--- config.mk ---
export PLATFORM = sky130hd
export DESIGN_NAME = recv_block
export DESIGN_NICKNAME = d
export VERILOG_FILES = /design/src/rtl/serial_pkg.sv /design/src/rtl/sync2.sv /design/src/rtl/recv_block.sv
export SDC_FILE = /design/constraint.sdc
export NUM_CORES = 1
export LEC_CHECK = 0
export ABC_CLOCK_PERIOD_IN_PS = 1990
export CORE_MARGIN = 8
export CORE_UTILIZATION = 30
export DETAILED_ROUTE_END_ITERATION = 12
export SYNTH_ARGS = -nofsm -noshare
export SYNTH_HDL_FRONTEND = slang
export SYNTH_SLANG_ARGS = --single-unit
export TNS_END_PERCENT = 100
--- constraint.sdc ---
create_clock -name clk -period 1.99 [get_ports clk]
set_input_delay 0.4975 -clock clk [delete_from_list [all_inputs] [get_ports clk]]
set_output_delay 0.4975 -clock clk [all_outputs]
set_load 0.01 [all_outputs]
--- src/rtl/serial_pkg.sv ---
// Shared constants and state encoding for the lab 4 serial link (transmit and receive sides).
package serial_pkg;

   typedef enum logic [1:0] {
      IDLE,
      START,
      DATA,
      STOP
   } rx_state_t;

   localparam int FRAME_DATA_BITS      = 8;
   localparam int DEFAULT_CLKS_PER_BIT = 16;

endpackage

--- src/rtl/sync2.sv ---
// Two-flop synchronizer for bringing an asynchronous level into the clk domain.
module sync2 #(
   parameter logic RESET_VAL = 1'b1
) (
   input  logic clk,
   input  logic reset,
   input  logic d,
   output logic q
);

   logic meta;

   always_ff @(posedge clk) begin
      if (reset) begin
         meta <= RESET_VAL;
         q    <= RESET_VAL;
      end else begin
         meta <= d;
         q    <= meta;
      end
   end

endmodule

--- src/rtl/recv_block.sv ---
// Serial receive stage: rebuilds start/8-data/stop frames from an idle-high line
// and hands each good byte to the consumer with a one-cycle ready pulse.
module recv_block
   import serial_pkg::*;
#(
   parameter int CLKS_PER_BIT = DEFAULT_CLKS_PER_BIT
) (
   input  logic       clk,
   input  logic       reset,
   input  logic       inbit,
   output logic [7:0] databyte,
   output logic       char_ready,
   output logic       framing_err,
   output logic       busy,
   output logic [3:0] count
);

   localparam int            SW      = $clog2(CLKS_PER_BIT);
   localparam logic [SW-1:0] HALF_M1 = SW'(CLKS_PER_BIT / 2 - 1);
   localparam logic [SW-1:0] FULL_M1 = SW'(CLKS_PER_BIT - 1);
   localparam logic [SW-1:0] SONE    = SW'(1);
   localparam logic [3:0]    LAST    = 4'(FRAME_DATA_BITS - 1);

   rx_state_t                    state;
   logic                         rx;
   logic [SW-1:0]                scnt;
   logic [FRAME_DATA_BITS-1:0]   shreg;

   sync2 #(.RESET_VAL(1'b1)) u_sync (
      .clk   (clk),
      .reset (reset),
      .d     (inbit),
      .q     (rx)
   );

   // START waits half a bit so every later sample lands mid-bit; STOP decides
   // half a bit early so a following start edge can be caught without a gap.
   always_ff @(posedge clk) begin
      if (reset) begin
         state       <= IDLE;
         scnt        <= '0;
         count       <= 4'd0;
         shreg       <= '0;
         databyte    <= 8'h00;
         char_ready  <= 1'b0;
         framing_err <= 1'b0;
         busy        <= 1'b0;
      end else begin
         char_ready  <= 1'b0;
         framing_err <= 1'b0;
         case (state)
            IDLE: begin
               if (!rx) begin
                  state <= START;
                  scnt  <= '0;
                  busy  <= 1'b1;
               end
            end
            START: begin
               if (scnt == HALF_M1) begin
                  scnt <= '0;
                  if (!rx) begin
                     state <= DATA;
                     count <= 4'd0;
                  end else begin
                     state <= IDLE;
                     busy  <= 1'b0;
                  end
               end else begin
                  scnt <= scnt + SONE;
               end
            end
            DATA: begin
               if (scnt == FULL_M1) begin
                  scnt  <= '0;
                  shreg <= {rx, shreg[FRAME_DATA_BITS-1:1]};
                  count <= count + 4'd1;
                  if (count == LAST) begin
                     state <= STOP;
                  end
               end else begin
                  scnt <= scnt + SONE;
               end
            end
            STOP: begin
               if (scnt == FULL_M1) begin
                  scnt  <= '0;
                  state <= IDLE;
                  busy  <= 1'b0;
                  count <= 4'd0;
                  if (rx) begin
                     databyte   <= shreg;
                     char_ready <= 1'b1;
                  end else begin
                     framing_err <= 1'b1;
                  end
               end else begin
                  scnt <= scnt + SONE;
               end
            end
            default: begin
               state <= IDLE;
               busy  <= 1'b0;
            end
         endcase
      end
   end

endmodule

# ---- Word level (Yosys, flattened, before mapping)
# Index checks and enable logic that the tools add are counted.
dict set report word_totals {
  output_inout_bits 15
  reg_bits 31
}
dict set report op_classes {
  bitwise 2
  n_mux 22
  eq_ne 13
  reduce_logical 10
  n_addsub 2
}
# cell count
set op_table {}
lappend op_table {{$mux 4} 6}
lappend op_table {{$pmux 4 s3} 2}
lappend op_table {{$reduce_and 5->1} 3}
lappend op_table {{$mux 2} 6}
lappend op_table {{$ne 2x2->1 const B} 6}
lappend op_table {{$add 4x1->4 const B} 2}
lappend op_table {{$eq 4x3->1 const B} 2}
lappend op_table {{$pmux 2 s4} 1}
lappend op_table {{$mux 1} 6}
lappend op_table {{$reduce_bool 3->1} 2}
lappend op_table {{$eq 2x2->1 const B} 2}
lappend op_table {{$eq 4x4->1 const B} 1}
lappend op_table {{$pmux 1 s3} 1}
lappend op_table {{$reduce_and 3->1} 1}
lappend op_table {{$reduce_or 3->1} 1}
lappend op_table {{$eq 2x1->1 const B} 1}
lappend op_table {{$logic_not 2->1} 1}
lappend op_table {{$ne 2x1->1 const B} 1}
lappend op_table {{$not 1->1} 2}
lappend op_table {{$reduce_and 2->1} 1}
lappend op_table {{$reduce_or 2->1} 1}

# ---- Longest topological paths before layout
dict set report depth {
  ltp_word 4
  mapped_depth 7
  ltp_nobuf 5
}

# ---- By module
# From an unflattened synthesis, not the netlist that was laid out.
dict set report hier_totals {
  cells_unflattened 164
  hier_area_um2 1383.8
}
# mod seq_area_each_um2 area_each_um2 instances cells_per_inst
set by_module_without_submodules {}
lappend by_module_without_submodules {recv_block 580.6 1331.3 1 160}
lappend by_module_without_submodules {sync2 40.0 52.6 1 4}

# ---- Worst setup path before layout
# Ideal clock, no wire load.
dict set report synth_path {
  path_kind {register to register}
  from {reg scnt[0]}
  to {reg count[3]}
  setup_time_ns 0.057
  period_less_slack_ns 1.562
  setup_slack_ns 0.428
  path_stages_with_launch 8
  required_ns 1.933
  arrival_ns 1.505
  path_cell_list {dfxtp_1 -> ha_1 -> buf_4 -> nand4_4 -> or2_1 -> buf_2 -> nor4_1 -> a21o_1}
}
dict set report synth_between {
  elab_chain_cells 3
  word_cells_on_any_way 6
}
# element line_no
set synth_lines {}
lappend synth_lines {{start, declared} recv_block.sv:26} ;# logic [SW-1:0] scnt;
lappend synth_lines {{start signal, assigned} recv_block.sv:70} ;# scnt <= scnt + SONE;
lappend synth_lines {{start signal, assigned} recv_block.sv:82} ;# scnt <= scnt + SONE;
lappend synth_lines {{start signal, assigned} recv_block.sv:98} ;# scnt <= scnt + SONE;
lappend synth_lines {{$eq 4x4->1 or $eq 4x3->1 (tied branches)} {recv_block.sv:74, recv_block.sv:86, recv_block.sv:60}}
lappend synth_lines {{$ne 2x2->1 (no source line)} -}
lappend synth_lines {{$reduce_and 5->1 (no source line) (*)} -}
lappend synth_lines {{end signal, assigned} recv_block.sv:77} ;# count <= count + 4'd1;
lappend synth_lines {{end, declared} recv_block.sv:15} ;# output logic [3:0] count
# Mark *: on every way between the ends. The rest lies on a longest branch, timed or not.
# A chain may end at the register's enable or synchronous reset.

# ---- Worst setup path after layout
dict set report layout_path {
  from {reg count[2]}
  to {out count[2]}
}
# No word-level cell between the ends.

==> impl_results.md <==
- ANT nets after route: 0
- Clock tree from TritonCTS: done
- FFs w/ async S/R, synth: 0
- Count of placed standard cells including taps: 214
- Peak fanout along the critical path: 6
- Number of setup violations in the final report: 0
- Clock slew seen by the registers of the worst setup and hold paths: 0.06 ns
- Cell variety after synth: 38
- Skew final: 0.00751 ns
- Mean instance size in the synthesized netlist: 8.91 sq um
- H-tree levels: 2
- Setup TNS: 0 ns
- Dominant cells by area after synthesis: sky130_fd_sc_hd__dfxtp_1 46%, sky130_fd_sc_hd__nand2_1 6.2%, sky130_fd_sc_hd__mux2i_1 6.0%, sky130_fd_sc_hd__a21oi_1 5.2%, sky130_fd_sc_hd__nor2_1 3.7%
- Combinational Power Share: 0.034
- Critical Path Sink Type: primary output
- Reported max-cap violation count: 0
- Clk_lat worst skew: 0.28 ns
- Type of the setup path with the least slack: register to primary output
- Nets: 174
- VDD IR max: 372 uV
- Number of I/O port buffers: 17
- Worst slew slack as a fraction of its limit: 0.704
- Syn nets: 155
- Die boundary height: 82.7 um
- Clock Tree Buf Depth: 2
- Share of total power in sequential cells: 0.478
- Master of the slowest instance on the critical path: sky130_fd_sc_hd__clkdlybuf4s50_1
- DRC errors left: 0
- Largest stage delay on the critical path: 0.58 ns
- Antenna violations before repair: 0
- Cell family with the largest share of critical-path delay: buffers and inverters
- Maximum clock frequency: 0.564 GHz
- Status: finished clean
- Per-cell routed wire length: 13.1 um
- Count of placed standard cells in the final layout, fillers left out: 222
- Tightest Hold Check Type: register to register
- I/O Pins: 18
- Final standard cell utilization of the core: 0.387
- Cell Chain, Critical Path: clkdlybuf4s50_1
- Routed via count divided by cell count: 4.96
- Most area-hungry cell type in the Yosys netlist: sky130_fd_sc_hd__dfxtp_1
- Count of state elements after synthesis: 31
- Syn Inst Count: 150
- Standard-cell row count: 24
- Buffers inserted during post-CTS setup optimization: 0
- Die Outline Area: 0.00685 sq mm
- Yosys Warn Count: 0
- Areal power density over the cells: 790 mW/mm^2
- Core region area: 0.00432 sq mm
- Clock tree sinks: 31
- Global route overflow: 0
- Detailed Route WL: 2900 um
- Number of buffers and inverters on the critical path: 1
- Number of buffers added by the clock tree synthesis step: 5
- Placer congestion estimate: 0.722
- Switching power summed over all nets: 0.269 mW
- Cell internal power dissipation: 1.05 mW
- GRT Util Overall: 0.0934
- Required time at the endpoint of the critical path: 1.49 ns
- Synthesis-to-layout area growth: 25.1%
- Initial detailed-routing violation count: 98
- Overall via count from detail_route: 1,101
- Fin. Hold Viols: 0
- Maximum number of pins on one net before global-route repair: 22
- Ratio of cells with drive above 1 in the final layout: 0.129
- RSZ-0062 raised after global routing: false
- Die extent in x: 82.7 um
- Clock network fraction of design power: 0.489
- Antenna fix cells: 0
- Vias in the first global route: 1,066
- Sequential share of the synthesized area: 0.464
- Initial core utilization: 0.309
- Cell area after synthesis: 0.00134 sq mm
- Quantity of gates resized following cts: 0
- Reported leakage power: 0.577 nW
- Data arrival at the endpoint of the critical path: 1.28 ns
- Number of flops mapped to enable cells by yosys: 0
- Root Buffer Master: sky130_fd_sc_hd__clkbuf_8
- Top-area cell type share of the netlist area: 0.464
- Crit path launch type: register
- Commonest cells post-synth: 31 x sky130_fd_sc_hd__dfxtp_1, 22 x sky130_fd_sc_hd__nand2_1, 14 x sky130_fd_sc_hd__a21oi_1
- Switching power share of the total: 0.204
- Tcrit/Tclk final: 0.892
- Most common cell in the netlist: sky130_fd_sc_hd__dfxtp_1
- Hold buffer count at cts: 0
- Primary FF master, synth: sky130_fd_sc_hd__dfxtp_1
- First drt pass iteration count: 4
- Slew @ Worst Pin: 0.443 ns
- Global-route wire length before repair: 4870 um
- HPWL Detailed: 1980 um
- Final-layout fill cell count: 450
- Number of max-slew violations in the final report: 0
- Final period demand of the worst path: 1.77 ns
-- registers in the layout (all words and copies together), names as in the netlist, 4 cells and up, named ones only --
register  flops
databyte      8
count         4
scnt          4
shreg         8
-- per-stage QoR --
| stage | power [mW] | cell area (sq um) | hold slack [ns] | setup WS, ns |
|---|---|---|---|---|
| global route | 1.37 | 1670 | 0.437 | 0.157 |
| CTS | 1.34 | 1670 | 0.415 | 0.201 |
| global placement | 0.688 | 1550 | 0.394 | 0.308 |
| floorplan | 0.671 | 1340 | 0.389 | 0.428 |
| detailed placement | 0.689 | 1550 | 0.400 | 0.284 |
| finish | 1.32 | 1670 | 0.412 | 0.216 |
-- power by group through the flow --
stage	registers, mW	logic, mW	clock network [mW]
2_1_floorplan	0.644	0.0271	0
3_3_place_gp	0.645	0.0432	0
3_5_place_dp	0.645	0.0447	0
4_1_cts	0.630	0.0448	0.660
5_1_grt	0.631	0.0493	0.692
6_report	0.631	0.0443	0.645
-- layer usage --
layer	global-route usage	wire length (um)	vias to the layer above
li1	-	-	559
met1	0.108	1300	514
met2	0.141	1360	21
met3	0.0314	159	7
met4	0.0672	79	0
met5	0	0	-
-- cell usage in the layout, fill, tap and decap left out, types with 2 or more instances in the layout --
master | Yosys | routed
sky130_fd_sc_hd__dfxtp_1 | 31 | 31
sky130_fd_sc_hd__nand2_1 | 22 | 22
sky130_fd_sc_hd__clkdlybuf4s50_1 | 0 | 17
sky130_fd_sc_hd__a21oi_1 | 14 | 14
sky130_fd_sc_hd__nor2_1 | 13 | 13
sky130_fd_sc_hd__mux2i_1 | 8 | 8
sky130_fd_sc_hd__o21ai_0 | 6 | 6
sky130_fd_sc_hd__nand3_1 | 6 | 6
sky130_fd_sc_hd__nor3_1 | 6 | 6
sky130_fd_sc_hd__clkbuf_8 | 0 | 6
sky130_fd_sc_hd__buf_4 | 2 | 5
sky130_fd_sc_hd__or2_2 | 3 | 3
sky130_fd_sc_hd__nor3b_1 | 3 | 3
sky130_fd_sc_hd__o21a_1 | 2 | 2
sky130_fd_sc_hd__inv_1 | 2 | 2
sky130_fd_sc_hd__a21o_1 | 2 | 2
sky130_fd_sc_hd__nand2b_1 | 2 | 2
sky130_fd_sc_hd__ha_1 | 2 | 2
-- kinds of logic (layout without fill, tap and decap cells) --
| kind of cell | Yosys count | after routing | share of synthesized area |
|---|---|---|---|
| and+or+nand+nor | 64 | 64 | 0.250 |
| AOI/OAI and AO/OA | 32 | 32 | 0.154 |
| DFF | 31 | 31 | 0.464 |
| buffers and inverters | 12 | 32 | 0.0468 |
| muxes | 8 | 8 | 0.0599 |
| adders and majority gates | 2 | 2 | 0.0187 |
| xor gates and xnor gates | 1 | 1 | 0.00656 |
-- final timing paths --
path / startpoint / to / slack (ns) / depth (start not counted)
worst max-delay path: count[2] / count[2] / 0.22 / 1
worst min-delay path: u_sync.meta / u_sync.q / 0.41 / 1
worst max register to register: register / count[3] / 0.31 / 4
worst min register to register: u_sync.meta / u_sync.q / 0.41 / 1
-- cell type report --
cell class,count,area (sq um),area share
Clock inverter,2,35.0,0.0210
Tap cell,52,65.1,0.0389
Inverter,2,7.51,0.00449
Clock buffer,6,82.6,0.0494
Multi-Input combinational cell,107,653,0.391
Sequential cell,31,621,0.371
Timing Repair Buffer,22,208,0.124
Power figures use the tool's default switching activity.
